## config.mk

```make
export PLATFORM = sky130hd
export DESIGN_NAME = sysmon_drp_responder
export DESIGN_NICKNAME = d
export VERILOG_FILES = /design/src/rtl/sysmon_drp_responder.sv
export SDC_FILE = /design/constraint.sdc
export NUM_CORES = 1
export LEC_CHECK = 0
export ABC_AREA = 1
export BUFFER_PORTS_ARGS = -buffer_cell sky130_fd_sc_hd__buf_4
export CAP_MARGIN = 20
export CORE_ASPECT_RATIO = 0.8
export CORE_MARGIN = 8
export CORE_UTILIZATION = 40
export CTS_CLUSTER_DIAMETER = 40
export CTS_CLUSTER_SIZE = 10
export DETAILED_ROUTE_END_ITERATION = 8
export PLACE_DENSITY = 0.69
export SLEW_MARGIN = 20
export SYNTH_ARGS = -nofsm -noshare
export SYNTH_HDL_FRONTEND = slang
export SYNTH_SLANG_ARGS = --single-unit
```

## constraint.sdc

```tcl
create_clock -name s_clk -period 1.8 [get_ports s_clk]
set_input_delay 0.27 -clock s_clk [delete_from_list [all_inputs] [get_ports s_clk]]
set_output_delay 0.27 -clock s_clk [all_outputs]
set_load 0.03 [all_outputs]
```

## src/rtl/sysmon_drp_responder.sv

```systemverilog
// sysmon_drp_responder: emulated SYSMON auto-sequencer with a DRP register file.
// Converts temperature, VCCINT, VCCAUX and VP in turn, following the sequence
// mask in config register 0x48, and answers DRP requests after a fixed latency.
// The DRP read-data port is named do_out because "do" is a SystemVerilog keyword.
module sysmon_drp_responder #(
  parameter int CONV_CYCLES  = 64,
  parameter int DRDY_LATENCY = 2
) (
  input  logic        s_clk,
  input  logic        s_rst_n,
  input  logic        den,
  input  logic        dwe,
  input  logic [7:0]  daddr,
  input  logic [15:0] di,
  output logic [15:0] do_out,
  output logic        drdy,
  output logic [5:0]  channel,
  output logic        eoc,
  output logic        busy,
  output logic        ot,
  input  logic [9:0]  temp_code,
  input  logic [9:0]  vccint_code,
  input  logic [9:0]  vccaux_code,
  input  logic [9:0]  vp_code
);

  localparam int CW       = (CONV_CYCLES > 2) ? $clog2(CONV_CYCLES) : 1;
  localparam int LW       = $clog2(DRDY_LATENCY + 1);
  localparam int NCFG     = 24;
  localparam int MASK_IDX = 8;
  localparam int OT_IDX   = 19;

  typedef enum logic [1:0] {ST_IDLE, ST_CONV, ST_DONE} state_t;

  // Power-on contents of the config registers 0x40..0x57, indexed from 0x40
  function automatic logic [15:0] cfg_reset(input int idx);
    case (idx)
      0:       return 16'h3000;
      1:       return 16'h20FE;
      2:       return 16'h4000;
      8:       return 16'h0F01;
      19:      return 16'hB883;
      default: return 16'h0000;
    endcase
  endfunction

  // Sequencer state
  state_t          state_q, state_d;
  logic [CW-1:0]   conv_cnt_q, conv_cnt_d;
  logic [1:0]      cur_ch_q, cur_ch_d;
  logic            busy_q, busy_d;
  logic            eoc_q, eoc_d;
  logic [5:0]      channel_q, channel_d;
  logic            ot_q, ot_d;
  logic [9:0]      status_q [4];
  logic [9:0]      status_d [4];

  // DRP state
  logic [15:0]     cfg_q [NCFG];
  logic [15:0]     cfg_d [NCFG];
  logic [LW-1:0]   pend_cnt_q, pend_cnt_d;
  logic [15:0]     hold_q, hold_d;
  logic            drdy_q, drdy_d;
  logic [15:0]     do_q, do_d;

  // Helper nets
  logic [3:0]      seq_mask;
  logic [9:0]      ot_thresh;
  logic [9:0]      conv_code;
  logic [1:0]      first_ch;
  logic [1:0]      next_ch;
  logic            next_found;
  logic [1:0]      cand;
  logic            in_cfg;
  logic            accept;
  logic [15:0]     rd_data;
  logic [15:0]     resp_data;

  assign seq_mask  = cfg_q[MASK_IDX][11:8];
  assign ot_thresh = cfg_q[OT_IDX][15:6];
  assign in_cfg    = (daddr >= 8'h40) && (daddr <= 8'h57);
  assign accept    = den && (pend_cnt_q == '0);

  // Pick the raw sensor code belonging to the channel under conversion
  always_comb begin
    conv_code = temp_code;
    case (cur_ch_q)
      2'd0: conv_code = temp_code;
      2'd1: conv_code = vccint_code;
      2'd2: conv_code = vccaux_code;
      2'd3: conv_code = vp_code;
      default: conv_code = temp_code;
    endcase
  end

  // Find the lowest enabled channel and the next enabled one after the current channel
  always_comb begin
    first_ch   = 2'd0;
    next_ch    = cur_ch_q;
    next_found = 1'b0;
    cand       = 2'd0;
    for (int i = 3; i >= 0; i--) begin
      if (seq_mask[i]) first_ch = 2'(i);
    end
    for (int i = 4; i >= 1; i--) begin
      cand = cur_ch_q + 2'(i);
      if (seq_mask[cand]) begin
        next_ch    = cand;
        next_found = 1'b1;
      end
    end
  end

  // Sequencer next state: IDLE until the mask is non-zero, CONV for CONV_CYCLES, one DONE cycle
  always_comb begin
    state_d    = state_q;
    conv_cnt_d = conv_cnt_q;
    cur_ch_d   = cur_ch_q;
    busy_d     = 1'b0;
    eoc_d      = 1'b0;
    channel_d  = channel_q;
    ot_d       = ot_q;
    status_d   = status_q;
    case (state_q)
      ST_IDLE: begin
        if (seq_mask != 4'd0) begin
          state_d    = ST_CONV;
          conv_cnt_d = '0;
          cur_ch_d   = first_ch;
          busy_d     = 1'b1;
        end
      end
      ST_CONV: begin
        busy_d = 1'b1;
        if (conv_cnt_q == CW'(CONV_CYCLES - 1)) begin
          state_d            = ST_DONE;
          busy_d             = 1'b0;
          eoc_d              = 1'b1;
          status_d[cur_ch_q] = conv_code;
          channel_d          = {4'd0, cur_ch_q};
          if (cur_ch_q == 2'd0) ot_d = (temp_code >= ot_thresh);
        end else begin
          conv_cnt_d = conv_cnt_q + CW'(1);
        end
      end
      ST_DONE: begin
        if (next_found) begin
          state_d    = ST_CONV;
          conv_cnt_d = '0;
          cur_ch_d   = next_ch;
          busy_d     = 1'b1;
        end else begin
          state_d = ST_IDLE;
        end
      end
      default: state_d = ST_IDLE;
    endcase
  end

  // Sequencer registers, including the registered busy/eoc/channel/ot outputs and status values
  always_ff @(posedge s_clk or negedge s_rst_n) begin
    if (!s_rst_n) begin
      state_q    <= ST_IDLE;
      conv_cnt_q <= '0;
      cur_ch_q   <= 2'd0;
      busy_q     <= 1'b0;
      eoc_q      <= 1'b0;
      channel_q  <= 6'd0;
      ot_q       <= 1'b0;
      for (int i = 0; i < 4; i++) status_q[i] <= 10'd0;
    end else begin
      state_q    <= state_d;
      conv_cnt_q <= conv_cnt_d;
      cur_ch_q   <= cur_ch_d;
      busy_q     <= busy_d;
      eoc_q      <= eoc_d;
      channel_q  <= channel_d;
      ot_q       <= ot_d;
      status_q   <= status_d;
    end
  end

  // Register file read view as seen in the current cycle
  always_comb begin
    rd_data = 16'h0000;
    if (daddr[7:2] == 6'd0) rd_data = {status_q[daddr[1:0]], 6'b0};
    else if (in_cfg)        rd_data = cfg_q[daddr[4:0]];
  end

  // DRP handshake: accept one request at a time, commit writes at once, answer after DRDY_LATENCY
  always_comb begin
    cfg_d      = cfg_q;
    pend_cnt_d = pend_cnt_q;
    hold_d     = hold_q;
    drdy_d     = 1'b0;
    do_d       = 16'h0000;
    resp_data  = dwe ? 16'h0000 : rd_data;
    if (pend_cnt_q != '0) begin
      pend_cnt_d = pend_cnt_q - LW'(1);
      if (pend_cnt_q == LW'(1)) begin
        drdy_d = 1'b1;
        do_d   = hold_q;
      end
    end
    if (accept) begin
      if (dwe && in_cfg) cfg_d[daddr[4:0]] = di;
      if (DRDY_LATENCY == 1) begin
        drdy_d = 1'b1;
        do_d   = resp_data;
      end else begin
        pend_cnt_d = LW'(DRDY_LATENCY - 1);
        hold_d     = resp_data;
      end
    end
  end

  // DRP registers; reset drops any pending request and restores config defaults
  always_ff @(posedge s_clk or negedge s_rst_n) begin
    if (!s_rst_n) begin
      for (int i = 0; i < NCFG; i++) cfg_q[i] <= cfg_reset(i);
      pend_cnt_q <= '0;
      hold_q     <= 16'h0000;
      drdy_q     <= 1'b0;
      do_q       <= 16'h0000;
    end else begin
      cfg_q      <= cfg_d;
      pend_cnt_q <= pend_cnt_d;
      hold_q     <= hold_d;
      drdy_q     <= drdy_d;
      do_q       <= do_d;
    end
  end

  assign do_out  = do_q;
  assign drdy    = drdy_q;
  assign channel = channel_q;
  assign eoc     = eoc_q;
  assign busy    = busy_q;
  assign ot      = ot_q;

endmodule

```

==> impl_results.md, run 1 <==
* Run status: complete, but fails checks
* Failing checks: negative setup slack
* Clk root buf: clkbuf_16
* Cts bufs inserted at 61
* Clk_lat worst skew at 0.60 ns
* Standard-cell rows at 78
* VDD IR-drop max at 0.7503 mV
* Post-Route WL at 76480 microns
* Critical path class: register to register
* Post-Route Skew at 0.02258 ns
* Filler cells at 5092
* TritonRoute pass-1 iters at 5
* Worst Max-Slew Pin Slew at 0.5000 ns
* Ports at 94
* Vias/cell at 5.335
* CP required at 2.26 ns
* Highest Clock Rate at 0.5337 GHz
* Largest net degree at the start of global routing at 71
* Nets@finish at 3148
* First-pass GRT wire length at 108700 microns
* Design Power at 25.49 mW
* Post-synthesis cell type count at 47
* Via count at 20670
* Slew margin rel. at 66.66%
* Min Tclk post-route at 1.874 ns
* Hold Path Class: input pin to register
* Routed Antenna Nets at 0
* EDFF count, synth at 0
* #FFs+latches synth at 474
* Post-Synthesis Cells at 2858
* Die span in x at 284.3 microns
* Crit path capture type: register
* Final setup vio count at 167
* Initial antenna violation count at 2
* IO Port Bufs at 89
* Post-route setup slack at -0.07374 ns
* Fin. Hold Viols at 0
* Ys Warns at 0
* Critical path startpoint category: register
* GR Overflow Total at 0
* Die Y at 230.6 microns
* Vias in the first global route at 19260
* Clk sinks at 474
* Sequential element share of the synthesized area at 51.62%
* Die area at 65570 sq um
* Crit path DAT at 2.33 ns
* H-tree depth at 2
* Core footprint at 56800 sq um
* Placed Cells incl. Taps at 3702
* WL per Instance at 19.74 microns
* Maxcap violations at 0
* Mean Syn Cell Area at 8.059 sq um
* Post-Layout Cell Count at 3874
* Crit-path max FO at 8
* Syn-to-layout area delta at 29.44%
* Clock slew at reported path FFs at 0.06 ns
* Pins Over Slew Limit at 0
* Clock Tree Buf Depth at 3
* Routability Congestion at 0.9067
* Initial drt markers at 2106
* Post-layout util at 52.49%
* Initial Utilization at 40.55%
* GR Util All Layers at 20.47%
* Pwr per Cell Area at 854.9 nW/um^2
* Hpwl dp at 44980 microns
* CTS tree: done
* Antenna Cells at 0
* Synth Cell Area at 23030 sq um
* RSZ-0062 raised after global routing: true
* Async SR Flop Fraction at 100.0%
* Share of cells above drive strength 1 at 25.56%
* Ys flop type: dfrtp_1
* DRC at 0
* Final period utilization at 104.1%
* Hold slack at 0.02044 ns
* Leakage Power at 14.18 nW
==> critical path: stages, from the launching register on <==
cell and delay, ns:
dfrtp_1 0.41, nor3_4 0.22, buf_6 0.14, nand3_4 0.08, buf_6 0.14, nor2_8 0.18, buf_12 0.22, nand2_4 0.14
nand2_1 0.12, o21ai_2 0.05
==> where the power goes <==
part           switching (mW)  internal (mW)  total, mW
clock                    4.71           7.03       11.7
combinational            1.72          0.949       2.67
sequential              0.164           10.9       11.1
total                    6.60           18.9       25.5
==> cells in the final DEF (no fill, tap or decap), types with 18 or more instances in the layout <==
| master | count |
|---|---|
| dfrtp_1 | 451 |
| dfstp_2 | 23 |
| nand3_1 | 69 |
| o21ai_1 | 273 |
| nand2_8 | 18 |
| buf_4 | 220 |
| o22ai_1 | 23 |
| nand2_2 | 98 |
| inv_1 | 241 |
| nand2_4 | 84 |
| nor2_1 | 134 |
| a21oi_1 | 26 |
| o21ai_2 | 114 |
| o21ai_0 | 77 |
| clkbuf_1 | 28 |
| buf_12 | 65 |
| nand2_1 | 897 |
| clkbuf_16 | 80 |
==> layer usage <==
layer	global-route usage (%)	vias up	wire (microns)
li1	-	9518	-
met2	31.76	908	34440
met3	4.869	179	7037
met4	6.013	2	2368
met1	28.42	10060	32620
met5	0	-	13
==> cells in the mapped netlist, types with 2 or more instances <==
master / number / area share [%]
nand2_1: 1058 / 17
dfrtp_1: 451 / 49
o21ai_1: 330 / 7.2
inv_1: 245 / 4.0
nor2_1: 140 / 2.3
o21ai_0: 79 / 1.7
clkbuf_1: 69 / 1.1
nand3_1: 69 / 1.5
buf_2: 61 / 1.3
o21ai_2: 56 / 2.1
buf_6: 41 / 2.0
a21oi_1: 30 / 0.65
dfstp_2: 23 / 2.6
o22ai_1: 23 / 0.62
nand2_4: 19 / 0.93
buf_4: 15 / 0.49
ha_1: 15 / 0.81
a22oi_1: 12 / 0.39
nand2_2: 11 / 0.30
nand4_1: 11 / 0.30
a2bb2oi_1: 10 / 0.38
a31oi_1: 10 / 0.27
a32oi_1: 10 / 0.38
o2111ai_1: 8 / 0.30
or2_2: 8 / 0.22
buf_1: 7 / 0.11
nor2_2: 6 / 0.16
inv_2: 5 / 0.081
nor2_8: 4 / 0.35
nor3_1: 4 / 0.087
o221ai_1: 4 / 0.15
nor2_4: 3 / 0.15
o211ai_1: 3 / 0.098
o21a_1: 3 / 0.098
nand3b_1: 2 / 0.065
nor3b_1: 2 / 0.065
==> final timing paths <==
kind / startpoint / endpoint / slack [ns] / cells after the start
setup / recovery: pend_cnt_q[1] / cfg_q[105] / -0.07 / 9
hold / removal: temp_code[1] / status_q[31] / 0.02 / 3
max in group asynchronous: s_rst_n / cfg_q[365] / 0.87 / 4
setup reg to reg: pend_cnt_q[1] / cfg_q[105] / -0.07 / 9
min in group asynchronous: s_rst_n / cfg_q[162] / 0.14 / 2
hold reg to reg: cfg_q[365] / cfg_q[365] / 0.47 / 2
==> through the flow <==
step                      TNS [ns]  setup slack (ns)  cell area (sq um)
after CTS                  -0.3135          -0.01658              27840
after global placement      -6.741           -0.1309              25620
after floorplan                  0            0.1101              23040
final                       -3.788          -0.07374              29810
after detailed placement    -9.100           -0.1445              25620
after global routing        -22.69           -0.1550              29810
==> registers in the layout (all words and copies together) (netlist names), 2 cells and up <==
name	flops
cfg_q	384
pend_cnt_q	2
cur_ch_q	2
status_q	40
state_q	2
channel	2
hold_q	16
do_out	16
conv_cnt_q	6
==> repair_timing <==
| item | 4_1_cts | 5_1_grt |
|---|---|---|
| hold buffers | 3 | 0 |
| pin swaps | 12 | 24 |
| setup buffers | 8 | 11 |
| cloned | 4 | 35 |
| setup endpoints to repair | 170 | 402 |
| gates resized for setup | 15 | 348 |
| endpoints found under the hold margin | 208 | 0 |
==> final cells by class <==
cell class / count / area, sq um / share of cell area [%]
repair buffers: 325 / 3675 / 12.33
multi-input cells: 1951 / 10420 / 34.94
clock buffers: 96 / 1739 / 5.833
flip-flops and latches: 474 / 11890 / 39.88
inverters: 252 / 949.7 / 3.185
clock inverters: 16 / 191.4 / 0.6421
well taps: 760 / 950.9 / 3.189
==> kinds of logic (layout without fill, tap and decap cells) <==
family                     after synthesis  in the layout  share of synthesized area (%)
and+or+nand+nor                       1342           1351                          23.90
xor gates and xnor gates                 1              1                        0.03803
buffers and inverters                  445            689                          9.180
other                                    1              4                        0.01628
AOI/OAI and AO/OA                      580            580                          14.43
DFF                                    474            474                          51.62
adders and majority gates               15             15                         0.8148
Power figures use the tool's default switching activity.
==> run 2: changes to the inputs <==
--- a/config.mk
+++ b/config.mk
@@ -9,7 +9,6 @@
 export BUFFER_PORTS_ARGS = -buffer_cell sky130_fd_sc_hd__buf_4
 export CAP_MARGIN = 20
 export CORE_ASPECT_RATIO = 0.8
-export CORE_MARGIN = 8
 export CORE_UTILIZATION = 40
 export CTS_CLUSTER_DIAMETER = 40
 export CTS_CLUSTER_SIZE = 10
==> run 2 against run 1 <==
  * Clock skew grew 0.0040 ns
  * Non-clock buffer count shrank 44
  * Worst setup slack gained 0.016 ns
  * Final area shrank 4.7%
  * Via count shrank 4.4%
  * Flip-flop and latch count is the same
  * The flow still finishes with violations (negative setup slack)
==> impl_results.md, run 2 (synthesized netlist as in run 1, its figures left out) <==
* Hold slack at 0.007594 ns
* Routability Congestion at 0.9028
* Sw Ratio at 25.61%
* Vias in the first global route at 19040
* Vias/cell at 5.166
* R2R setup slack at -0.06 ns
* GR Overflow Total at 0
* VDD IR-drop max at 0.6489 mV
* Fin. Hold Viols at 0
* Core footprint at 56800 sq um
* WL per Instance at 18.37 microns
* Path depth of the worst reg2reg path at 9
* Post-route setup slack at -0.05740 ns
* RR Endpoint: cfg_q[4]
* Post-layout util at 50.04%
* Pre-CTS worst setup slack at -0.1503 ns
* Clk pwr share at 47.8%
* H-tree depth at 3
* Post-Route Skew at 0.02657 ns
* TritonRoute pass-1 iters at 6
* CTS tree: done
* Die Y at 216.6 microns
* Highest Clock Rate at 0.5384 GHz
* Initial antenna violation count at 2
* Commonest non-fill, non-tap cell in the layout: nand2_1
* Routed Antenna Nets at 0
* Design Power at 26.15 mW
* Area after DPL at 25380 sq um
* P_sw at 6.696 mW
* Nets@finish at 3100
* Cts bufs inserted at 66
* FF+latch area at 11890 sq um
* DRC at 0
* Share of cells above drive strength 1 at 19.88%
* Logic pwr share at 9.8%
* Critical path startpoint category: register
* Post-Layout Cell Count at 3824
* Clock Tree Buf Depth at 3
* IO Port Bufs at 89
* Crit path capture type: register
* Clk root buf: clkbuf_16
* Most frequent cells in the layout: nand2_1 (1005), dfrtp_1 (451), o21ai_1 (313)
* Largest net degree at the start of global routing at 69
* Share of total power in sequential cells at 42.3%
* Hold Path Class: input pin to register
* GR Util All Layers at 23.49%
* HP Start: temp_code[2]
* Final period utilization at 103.2%
* Busiest grt layer: met2
* Hold EP: status_q[32]
* Initial drt markers at 1871
* M1 GR Usage at 32.96%
* Pwr per Cell Area at 920.1 nW/um^2
* Via count at 19750
* Syn-to-layout area delta at 23.39%
* Initial Utilization at 40.55%
* Pint at 19.45 mW
* Final setup vio count at 119
* Crit-path max FO at 8
* Pins Over Slew Limit at 0
* CP required at 2.25 ns
* Critical path class: register to register
* Run status: complete, but fails checks
* Crit path DAT at 2.31 ns
* RSZ-0062 raised after global routing: true
* First-pass GRT wire length at 107600 microns
* Failing checks: negative setup slack
* Die area at 58550 sq um
* Filler cells at 5320
* Met2 usage at 35.60%
* Finished Cell Area at 28420 sq um
* Maxcap violations at 0
* Ports at 94
* Setup TNS at -1.948 ns
* Min Tclk post-route at 1.857 ns
* Multi-input logic area at 9489 sq um
* R2R Path Start: pend_cnt_q[1]
* Post-Route WL at 70270 microns
* Top Registers: cfg_q x384, status_q x40
* Largest Register: cfg_q
* Clk_lat worst skew at 0.60 ns
* Hold path depth at 3
* Max reg flops at 384
* Placed Cells incl. Taps at 3676
* Clk sinks at 474
* Standard-cell rows at 78
* Antenna Cells at 0
* M3 GR Usage at 6.183%
* Die span in x at 270.3 microns
* Leakage Power at 13.85 nW
* Clock slew at reported path FFs at 0.05 ns
* Hpwl dp at 44630 microns
## run 2: cell types whose count changed in the layout (fill, tap and decap cells not counted), moves of 3 or more
cell,change
clkinv_4,-4
buf_12,-7
o21ai_2,-39
nand2_8,-16
clkinv_2,+3
buf_4,-20
clkbuf_16,-3
nand2_1,+108
nand2_4,-51
nand2_2,-50
buf_6,-8
clkbuf_1,-8
o21ai_1,+40
inv_6,+7
## run 2: layer usage
metal / vias up / part of all wire [%]
li1: 9405 / -
met1: 9515 / 45
met2: 713 / 44
met3: 119 / 8.5
met4: 2 / 2.5
met5: - / 0.016
## run 2: critical path: stages (launching register included)
cell and delay (ns):
dfrtp_1 0.40, nor3_4 0.34, nand3_4 0.12, buf_12 0.17, nor2_8 0.14, buf_12 0.14, nand2_8 0.07, clkbuf_16 0.20
nand2_1 0.06, o21ai_1 0.05
## run 2: cell type report
cell class | count | share of cell area, %
Tap cell | 760 | 3.346
Clock buffer | 91 | 6.357
Clock inverter | 24 | 0.9818
Multi-Input combinational cell | 1942 | 33.39
Timing Repair Buffer | 281 | 10.75
Inverter | 252 | 3.342
Sequential cell | 474 | 41.84
## run 2: how the worst max path moves through the flow
stage	startpoint	to	slack, ns	cells after the start
after floorplan	pend_cnt_q[1]	cfg_q[202]	0.11	7
after detailed placement	daddr[0]	hold_q[9]	-0.15	14
after CTS	pend_cnt_q[0]	cfg_q[72]	-0.01	8
after global placement	daddr[0]	hold_q[9]	-0.16	14
final	pend_cnt_q[1]	cfg_q[4]	-0.06	9
after global routing	pend_cnt_q[1]	cfg_q[331]	-0.09	9
## run 2: what timing repair did
action | CTS | global route
endpoints found under the setup margin | 364 | 400
cloned | 0 | 14
buffers inserted | 5 | 10
resized for setup | 9 | 125
hold buffers | 4 | 0
hold endpoints to repair | 70 | 0
pin swaps | 4 | 16
## run 2: power groups by stage
stage / Combinational (mW) / Sequential [mW] / Clock, mW
floorplan: 1.22 / 11.2 / 0
global placement: 2.38 / 11.2 / 0
detailed placement: 2.41 / 11.2 / 0
CTS: 2.44 / 11.1 / 12.7
global route: 2.83 / 11.1 / 13.1
finish: 2.57 / 11.1 / 12.5
